<file path="config.mk">
export PLATFORM = sky130hd
export DESIGN_NAME = ram_cmd_master
export DESIGN_NICKNAME = d
export VERILOG_FILES = /design/src/rtl/ram_cmd_master.sv
export SDC_FILE = /design/constraint.sdc
export NUM_CORES = 1
export LEC_CHECK = 0
export CORE_MARGIN = 2
export CORE_UTILIZATION = 45
export CTS_CLUSTER_SIZE = 40
export DETAILED_ROUTE_END_ITERATION = 8
export PLACE_DENSITY_LB_ADDON = 0.1
export SYNTH_ARGS = -nofsm -noshare
export SYNTH_HDL_FRONTEND = slang
export SYNTH_SLANG_ARGS = --single-unit
</file>
<file path="constraint.sdc">
create_clock -name clk -period 1.8 [get_ports clk]
set_input_delay 0.36 -clock clk [delete_from_list [all_inputs] [get_ports clk]]
set_output_delay 0.36 -clock clk [all_outputs]
set_load 0.005 [all_outputs]
</file>
<file path="src/rtl/ram_cmd_master.sv">
// ---------------------------------------------------------------------------
// ram_cmd_master
//
// Turns single host read/write requests into a short sequence of command
// words for a RAM that takes its address, data and read trigger over one
// command bus, then returns a one-cycle response to the host.
//
// Command word cmd_din = {opcode[1:0], payload[ADDR_SIZE-1:0]}:
//   00 : write address      01 : write data
//   10 : read address       11 : read trigger (payload 0)
//
// Ports
//   clk, rst        : clock, synchronous active-high reset
//   req_valid/ready : host request handshake (ready only while idle)
//   req_wr          : 1 = write, 0 = read
//   req_addr        : RAM address
//   req_wdata       : write data
//   rsp_valid       : one-cycle response pulse
//   rsp_rdata       : read data (0 for writes and timeouts)
//   rsp_err         : read timed out, qualified by rsp_valid
//   cmd_din         : command word to the RAM
//   cmd_valid       : command word strobe, one cycle per word
//   ram_dout        : RAM read data
//   ram_tx_valid    : RAM read data valid (only looked at while waiting)
//
// Parameters
//   ADDR_SIZE       : payload width of the command word
//   TIMEOUT_CYCLES  : wait cycles allowed for read data before an error
//
// Build option
//   RAM_CMD_ADDR_CACHE_EN : remember the last write and last read address;
//                           a request to the same address skips re-sending
//                           the address word.
// ---------------------------------------------------------------------------
module ram_cmd_master #(
    parameter int ADDR_SIZE      = 8,
    parameter int TIMEOUT_CYCLES = 15
) (
    input  logic                 clk,
    input  logic                 rst,
    input  logic                 req_valid,
    output logic                 req_ready,
    input  logic                 req_wr,
    input  logic [ADDR_SIZE-1:0] req_addr,
    input  logic [ADDR_SIZE-1:0] req_wdata,
    output logic                 rsp_valid,
    output logic [ADDR_SIZE-1:0] rsp_rdata,
    output logic                 rsp_err,
    output logic [ADDR_SIZE+1:0] cmd_din,
    output logic                 cmd_valid,
    input  logic [ADDR_SIZE-1:0] ram_dout,
    input  logic                 ram_tx_valid
);

    // Counter only needs to reach TIMEOUT_CYCLES-1.
    localparam int CNT_W = (TIMEOUT_CYCLES > 1) ? $clog2(TIMEOUT_CYCLES) : 1;
    localparam logic [CNT_W-1:0] CNT_LAST = CNT_W'(TIMEOUT_CYCLES - 1);

    localparam logic [1:0] OP_WR_ADDR = 2'b00;
    localparam logic [1:0] OP_WR_DATA = 2'b01;
    localparam logic [1:0] OP_RD_ADDR = 2'b10;
    localparam logic [1:0] OP_RD_CMD  = 2'b11;

    typedef enum logic [2:0] {
        IDLE,
        WR_ADDR,
        WR_DATA,
        RD_ADDR,
        RD_CMD,
        RD_WAIT,
        RESP
    } state_t;

    state_t               state;
    state_t               state_nxt;
    logic [ADDR_SIZE+1:0] cmd_din_nxt;
    logic                 cmd_valid_nxt;
    logic                 rsp_valid_nxt;
    logic [ADDR_SIZE-1:0] rsp_rdata_nxt;
    logic                 rsp_err_nxt;
    logic [CNT_W-1:0]     tmo_cnt;
    logic [CNT_W-1:0]     tmo_cnt_nxt;
    logic [ADDR_SIZE-1:0] wdata_q;
    logic                 accept;
    logic                 wr_hit;
    logic                 rd_hit;

    assign accept = req_valid && req_ready;

    // Write data is only sent one cycle after accept, so hold it here.
    always_ff @(posedge clk) begin
        if (accept && req_wr) begin
            wdata_q <= req_wdata;
        end
    end

`ifdef RAM_CMD_ADDR_CACHE_EN
    // ---- address cache: last address sent for each direction ----
    logic [ADDR_SIZE-1:0] wr_addr_c;
    logic [ADDR_SIZE-1:0] rd_addr_c;
    logic                 wr_addr_c_vld;
    logic                 rd_addr_c_vld;

    always_ff @(posedge clk) begin
        if (rst) begin
            wr_addr_c_vld <= 1'b0;
            rd_addr_c_vld <= 1'b0;
        end else if (accept) begin
            if (req_wr) begin
                wr_addr_c_vld <= 1'b1;
            end else begin
                rd_addr_c_vld <= 1'b1;
            end
        end
    end

    always_ff @(posedge clk) begin
        if (accept) begin
            if (req_wr) begin
                wr_addr_c <= req_addr;
            end else begin
                rd_addr_c <= req_addr;
            end
        end
    end

    assign wr_hit = wr_addr_c_vld && (wr_addr_c == req_addr);
    assign rd_hit = rd_addr_c_vld && (rd_addr_c == req_addr);
`else
    assign wr_hit = 1'b0;
    assign rd_hit = 1'b0;
`endif

    // ---- next-state and next-output logic ----
    always_comb begin
        state_nxt     = state;
        cmd_din_nxt   = cmd_din;
        cmd_valid_nxt = 1'b0;
        rsp_valid_nxt = 1'b0;
        rsp_rdata_nxt = rsp_rdata;
        rsp_err_nxt   = rsp_err;
        tmo_cnt_nxt   = tmo_cnt;

        case (state)
            IDLE: begin
                if (accept) begin
                    cmd_valid_nxt = 1'b1;
                    if (req_wr) begin
                        if (wr_hit) begin
                            state_nxt   = WR_DATA;
                            cmd_din_nxt = {OP_WR_DATA, req_wdata};
                        end else begin
                            state_nxt   = WR_ADDR;
                            cmd_din_nxt = {OP_WR_ADDR, req_addr};
                        end
                    end else begin
                        if (rd_hit) begin
                            state_nxt   = RD_CMD;
                            cmd_din_nxt = {OP_RD_CMD, {ADDR_SIZE{1'b0}}};
                        end else begin
                            state_nxt   = RD_ADDR;
                            cmd_din_nxt = {OP_RD_ADDR, req_addr};
                        end
                    end
                end
            end
            WR_ADDR: begin
                state_nxt     = WR_DATA;
                cmd_valid_nxt = 1'b1;
                cmd_din_nxt   = {OP_WR_DATA, wdata_q};
            end
            WR_DATA: begin
                state_nxt     = RESP;
                rsp_valid_nxt = 1'b1;
                rsp_rdata_nxt = '0;
                rsp_err_nxt   = 1'b0;
            end
            RD_ADDR: begin
                state_nxt     = RD_CMD;
                cmd_valid_nxt = 1'b1;
                cmd_din_nxt   = {OP_RD_CMD, {ADDR_SIZE{1'b0}}};
            end
            RD_CMD: begin
                state_nxt   = RD_WAIT;
                tmo_cnt_nxt = '0;
            end
            RD_WAIT: begin
                if (ram_tx_valid) begin
                    state_nxt     = RESP;
                    rsp_valid_nxt = 1'b1;
                    rsp_rdata_nxt = ram_dout;
                    rsp_err_nxt   = 1'b0;
                    tmo_cnt_nxt   = '0;
                end else if (tmo_cnt == CNT_LAST) begin
                    // This was the last allowed wait cycle.
                    state_nxt     = RESP;
                    rsp_valid_nxt = 1'b1;
                    rsp_rdata_nxt = '0;
                    rsp_err_nxt   = 1'b1;
                    tmo_cnt_nxt   = '0;
                end else begin
                    tmo_cnt_nxt = tmo_cnt + CNT_W'(1);
                end
            end
            RESP: begin
                state_nxt = IDLE;
            end
            default: begin
                state_nxt = IDLE;
            end
        endcase
    end

    // ---- state and output registers ----
    always_ff @(posedge clk) begin
        if (rst) begin
            state     <= IDLE;
            req_ready <= 1'b1;
            cmd_din   <= '0;
            cmd_valid <= 1'b0;
            rsp_valid <= 1'b0;
            rsp_rdata <= '0;
            rsp_err   <= 1'b0;
            tmo_cnt   <= '0;
        end else begin
            state     <= state_nxt;
            req_ready <= (state_nxt == IDLE);
            cmd_din   <= cmd_din_nxt;
            cmd_valid <= cmd_valid_nxt;
            rsp_valid <= rsp_valid_nxt;
            rsp_rdata <= rsp_rdata_nxt;
            rsp_err   <= rsp_err_nxt;
            tmo_cnt   <= tmo_cnt_nxt;
        end
    end

endmodule

</file>
# Word level (Yosys, flattened, before mapping)
# Index checks and enable logic that the tools add are counted.
[classes] n_eq_ne=8 add_sub_neg=1 reduce_logical=10 n_mux=22
[op_table] operator="$pmux 10 s3" count=1
[op_table] operator="$mux 10" count=2
[op_table] operator="$pmux 3 s6" count=1
[op_table] operator="$mux 8" count=2
[op_table] operator="$pmux 8 s2" count=1
[op_table] operator="$mux 3" count=3
[op_table] operator="$mux 4" count=2
[op_table] operator="$pmux 4 s2" count=1
[op_table] operator="$eq 3x2->1 const B" count=2
[op_table] operator="$eq 3x3->1 const B" count=2
[op_table] operator="$logic_not 3->1" count=2
[op_table] operator="$pmux 1 s2" count=3
[op_table] operator="$mux 1" count=5
[op_table] operator="$add 4x1->4 const B" count=1
[op_table] operator="$eq 4x4->1 const B" count=1
[op_table] operator="$reduce_and 2->1" count=2
[op_table] operator="$reduce_bool 2->1" count=2
[op_table] operator="$eq 3x1->1 const B" count=1
[op_table] operator="$ne 3x3->1 const B" count=1
[op_table] operator="$reduce_bool 3->1" count=1
[op_table] operator="$logic_and 1x1->1" count=2
[op_table] operator="$mux 2" count=1
[op_table] operator="$ne 2x2->1 const B" count=1
[op_table] operator="$reduce_or 2->1" count=1
[totals] regBits=37 elab_cells=50 out_inout_bits=22

# Longest topological paths before layout
# Gate-level depths: netlist (run 1).
[depth] ltp_word=5 ltp_mapped=7 mapped_depth_nobuf=6

# Least setup slack after synthesis (run 1)
# OpenSTA, ideal clock, no wires.
[synth_timing] kind="register to register" startpoint="register state[2]" endpoint="register state[1]" required_ns=1.743 n_path_buf=2 setup_slack_ns=0.434 arrival_ns=1.309 path_stages_with_launch=7 cell_sequence="dfxtp_1 buf_6 or3b_1 o31a_1 buf_6 a211oi_2 a21o_1"
[synth_via] elab_chain_len=2 elab_cells_between_ends=7 cone_classes="eq/ne (5); mux (1); reduce/logical (1)"
[synth_rtl] element="from (decl)" line_no="74" rtl="state_t state;"
[synth_rtl] element="from (signal assigned)" line_no="226" rtl="state <= state_nxt;"
[synth_rtl] element="$eq 3x3->1 (tied with other cells)" line_no="144" rtl="case (state)"
[synth_rtl] element="$pmux 3 s6 (*)" line_no="144"
# Every way passes the cells marked *; elsewhere a longest branch is shown, timed or not.
# A chain may end at the register's enable or synchronous reset.

# Worst setup path after layout (run 1)
[layout_timing] startpoint="register req_ready" endpoint="output req_ready"
[layout_lines] element="from (decl)" line_no="42" rtl="output logic req_ready,"
[layout_lines] element="from (signal assigned)" line_no="227" rtl="req_ready <= (state_nxt == IDLE);"
# No word-level cell between the ends.

==> impl_metrics.toml, run 1 <==
[floorplan]
rows = 21
design.core.area_sq_um = 3340
die_w_microns = 62.8
die_area_sq_um = 3950
die_h_microns = 62.8
start_util_pct = 46.7
pin_count = 51

[global_route]
grt_usage_pct = 18.2
grt_max_degree = 32
overflow = 0
grt_pass1_vias = 1336
grt_pass1_wl_microns = 5760
grt_antenna_before_repair = 0

[yosys]
synthDistinctLibCells = 40
yosysTopAreaCell = "dfxtp_1"
yosysWarnings = 0
synth-async-reset-ratio_pct = 0
postSynthAreaPerCell_sq_um = 9.86
synth_seq_cells = 37
ys_seq_area_share_pct = 52.7
syn_nets = 189
synth_top_area_share_pct = 37.3
yosys_most_used_dff = "dfxtp_1"
syn-cell-area_sq_um = 1560
synth_edf_count = 8
synthTopCellsByArea = "dfxtp_1 37%, edfxtp_1 15%, a21oi_1 7.1%"
syn_inst = 158

[setup_path]
cp_num_buf_inv = 1
critical_path_class = "flop to output port"
crit_slowest_cell = "clkdlybuf4s50_1"
path_delay_family = "buffers and inverters"
critPathArrivalTime_ns = 1.23
path_cells = "clkdlybuf4s50_1"
cp_slowest_stage_delay_ns = 0.52
crit_fanout = 4
startpoint_type = "flop"
worstSetupEndpointType = "output port"
cp_data_required_time_ns = 1.44

[power_and_ir_drop]
max-vdd-ir-drop_uv = 728
p_comb_share_pct = 37.1
switching_share_pct = 29.9
p_int_mw = 1.90
clkPwrFrac_pct = 21.8
powerDensity_nw_per_um2 = 1220
p_switching_mw = 0.809
p_leak_nw = 0.778
p_total_mw = 2.71
pwr-share-seq_pct = 41.0

[status]
status = "finished, final reports clean"

[routing]
drc_errors = 0
wl_per_cell_microns = 12.7
dr.pass1.iters = 4
vias_per_cell = 5.12
drt_wl_total_microns = 3300
final_antenna_net_count = 0
vias = 1325
drtIter0Drc = 45

[job]
drv_cap = 0

[timing]
max_slew_margin_pct = 75.4
fin_crit_sh_pct = 88.3
fin_skew_ns = 0.00418
setup-tns-final_ns = 0
whs_ns = 0.477
fmax_ghz = 0.629
hold_viol = 0
final.min_clock_period_ns = 1.59
worstMarginPinSlew_ns = 0.370
setup_slack_ns = 0.211
drv_slew = 0
rsz0062_at_grt = "no"
setup_violations = 0

[place]
pre_cts_ws_ns = 0.0221
place_area_sq_um = 2130
portBuffers = 50
dp_cells = 251
dp_hpwl_microns = 2320
place.gp.congestion = 0.762

[cells_and_area]
layout.cells.non_filler = 259
final_cell_mix = "50 x clkdlybuf4s50_1, 29 x dfxtp_1, 22 x a21oi_1, 12 x nand3_1, 12 x nor2_1"
antenna_cells = 0
area_delta_synth_final_pct = 42.3
nNetsFinal = 243
drive_gt1_share_pct = 8.92
utilization_pct = 66.4
layout_commonest_cell = "clkdlybuf4s50_1"
nFillCells = 294
final_cell_area_sq_um = 2220

[clocking]
holdBufCountCts = 0
path_clk_slew_ns = 0.10
cts_buffers = 5
root_buffer = "clkbuf_4"
clockBufferDepth = 2
cts_tree = "built"
clkSinkCount = 37
htree_levels = 2
worstSkewPairLatency_ns = 0.33

[hold_path]
hold_class = "flop to flop"
[worst paths after layout]
kind                             startpoint                   endpoint  cells past startpoint  slack [ns]
setup / recovery       req_ready$_SDFF_PP1_                  req_ready                      1        0.21
hold reg to reg   rsp_rdata[5]$_SDFFE_PP0P_  rsp_rdata[5]$_SDFFE_PP0P_                      2        0.48
hold / removal    rsp_rdata[5]$_SDFFE_PP0P_  rsp_rdata[5]$_SDFFE_PP0P_                      2        0.48
setup reg to reg        state[0]$_SDFF_PP0_    tmo_cnt[2]$_SDFFE_PP0P_                      5        0.22
[metal layers]
layer / wire length, microns / vias up / global-route usage (%)
li1: - / 681 / -
met1: 1460 / 608 / 20.5
met2: 1670 / 32 / 32.7
met3: 132 / 4 / 4.50
met4: 36 / 0 / 7.50
met5: 0 / - / 0
[kinds of logic (layout without fill, tap and decap cells)]
logic type / after synthesis / count (layout) / share of synthesized area (%)
adders and majority gates: 2 / 2 / 1.61
DFF: 37 / 37 / 52.7
xor gates and xnor gates: 1 / 1 / 0.562
and+or+nand+nor: 59 / 59 / 20.4
AOI/OAI and AO/OA: 45 / 45 / 19.2
buffers and inverters: 14 / 69 / 5.54
[registers in the layout, summed over array words and instances (netlist names)]
name	flops
rsp_err	1
state	3
req_ready	1
wdata_q	8
rsp_rdata	8
tmo_cnt	4
cmd_valid	1
rsp_valid	1
cmd_din	10
[final cells by class]
| type | count | area [sq um] | share of cell area [%] |
|---|---|---|---|
| Clock buffer | 7 | 55.1 | 2.48 |
| Multi-Input combinational cell | 107 | 653 | 29.5 |
| Timing Repair Buffer | 59 | 593 | 26.7 |
| Clock inverter | 1 | 30.0 | 1.35 |
| Inverter | 2 | 7.51 | 0.339 |
| Tap cell | 46 | 57.6 | 2.60 |
| Sequential cell | 37 | 821 | 37.0 |
[power groups by stage]
stage	Sequential, mW	Clock [mW]	Combinational (mW)
after CTS	1.11	0.609	1.02
after global placement	1.12	0	0.998
after detailed placement	1.13	0	1.02
final	1.11	0.591	1.01
after floorplan	1.12	0	0.598
after global routing	1.14	0.649	1.11
[Yosys cell counts, types with 2 or more instances]
master	number
nand2_1	11
nor2_1	12
o21ai_0	2
clkbuf_1	3
nor3_1	2
buf_6	3
nand3_1	12
ha_1	2
buf_4	2
edfxtp_1	8
and3_1	3
nand2b_1	3
dfxtp_1	29
a211oi_1	9
nor3b_1	9
a21oi_1	22
buf_2	3
[timing repair]
action	in CTS	in global routing
buffers inserted	0	0
resized for setup	0	1
setup endpoints to repair	0	2
(Power assumes the default switching activity.)
==> run 2: changes to the inputs <==
--- a/config.mk
+++ b/config.mk
@@ -5,6 +5,7 @@
 export SDC_FILE = /design/constraint.sdc
 export NUM_CORES = 1
 export LEC_CHECK = 0
+export CAP_MARGIN = 20
 export CORE_MARGIN = 2
 export CORE_UTILIZATION = 45
 export CTS_CLUSTER_SIZE = 40
==> results of run 2 <==
Final layout, timing and power as in run 1 (identical DEF).
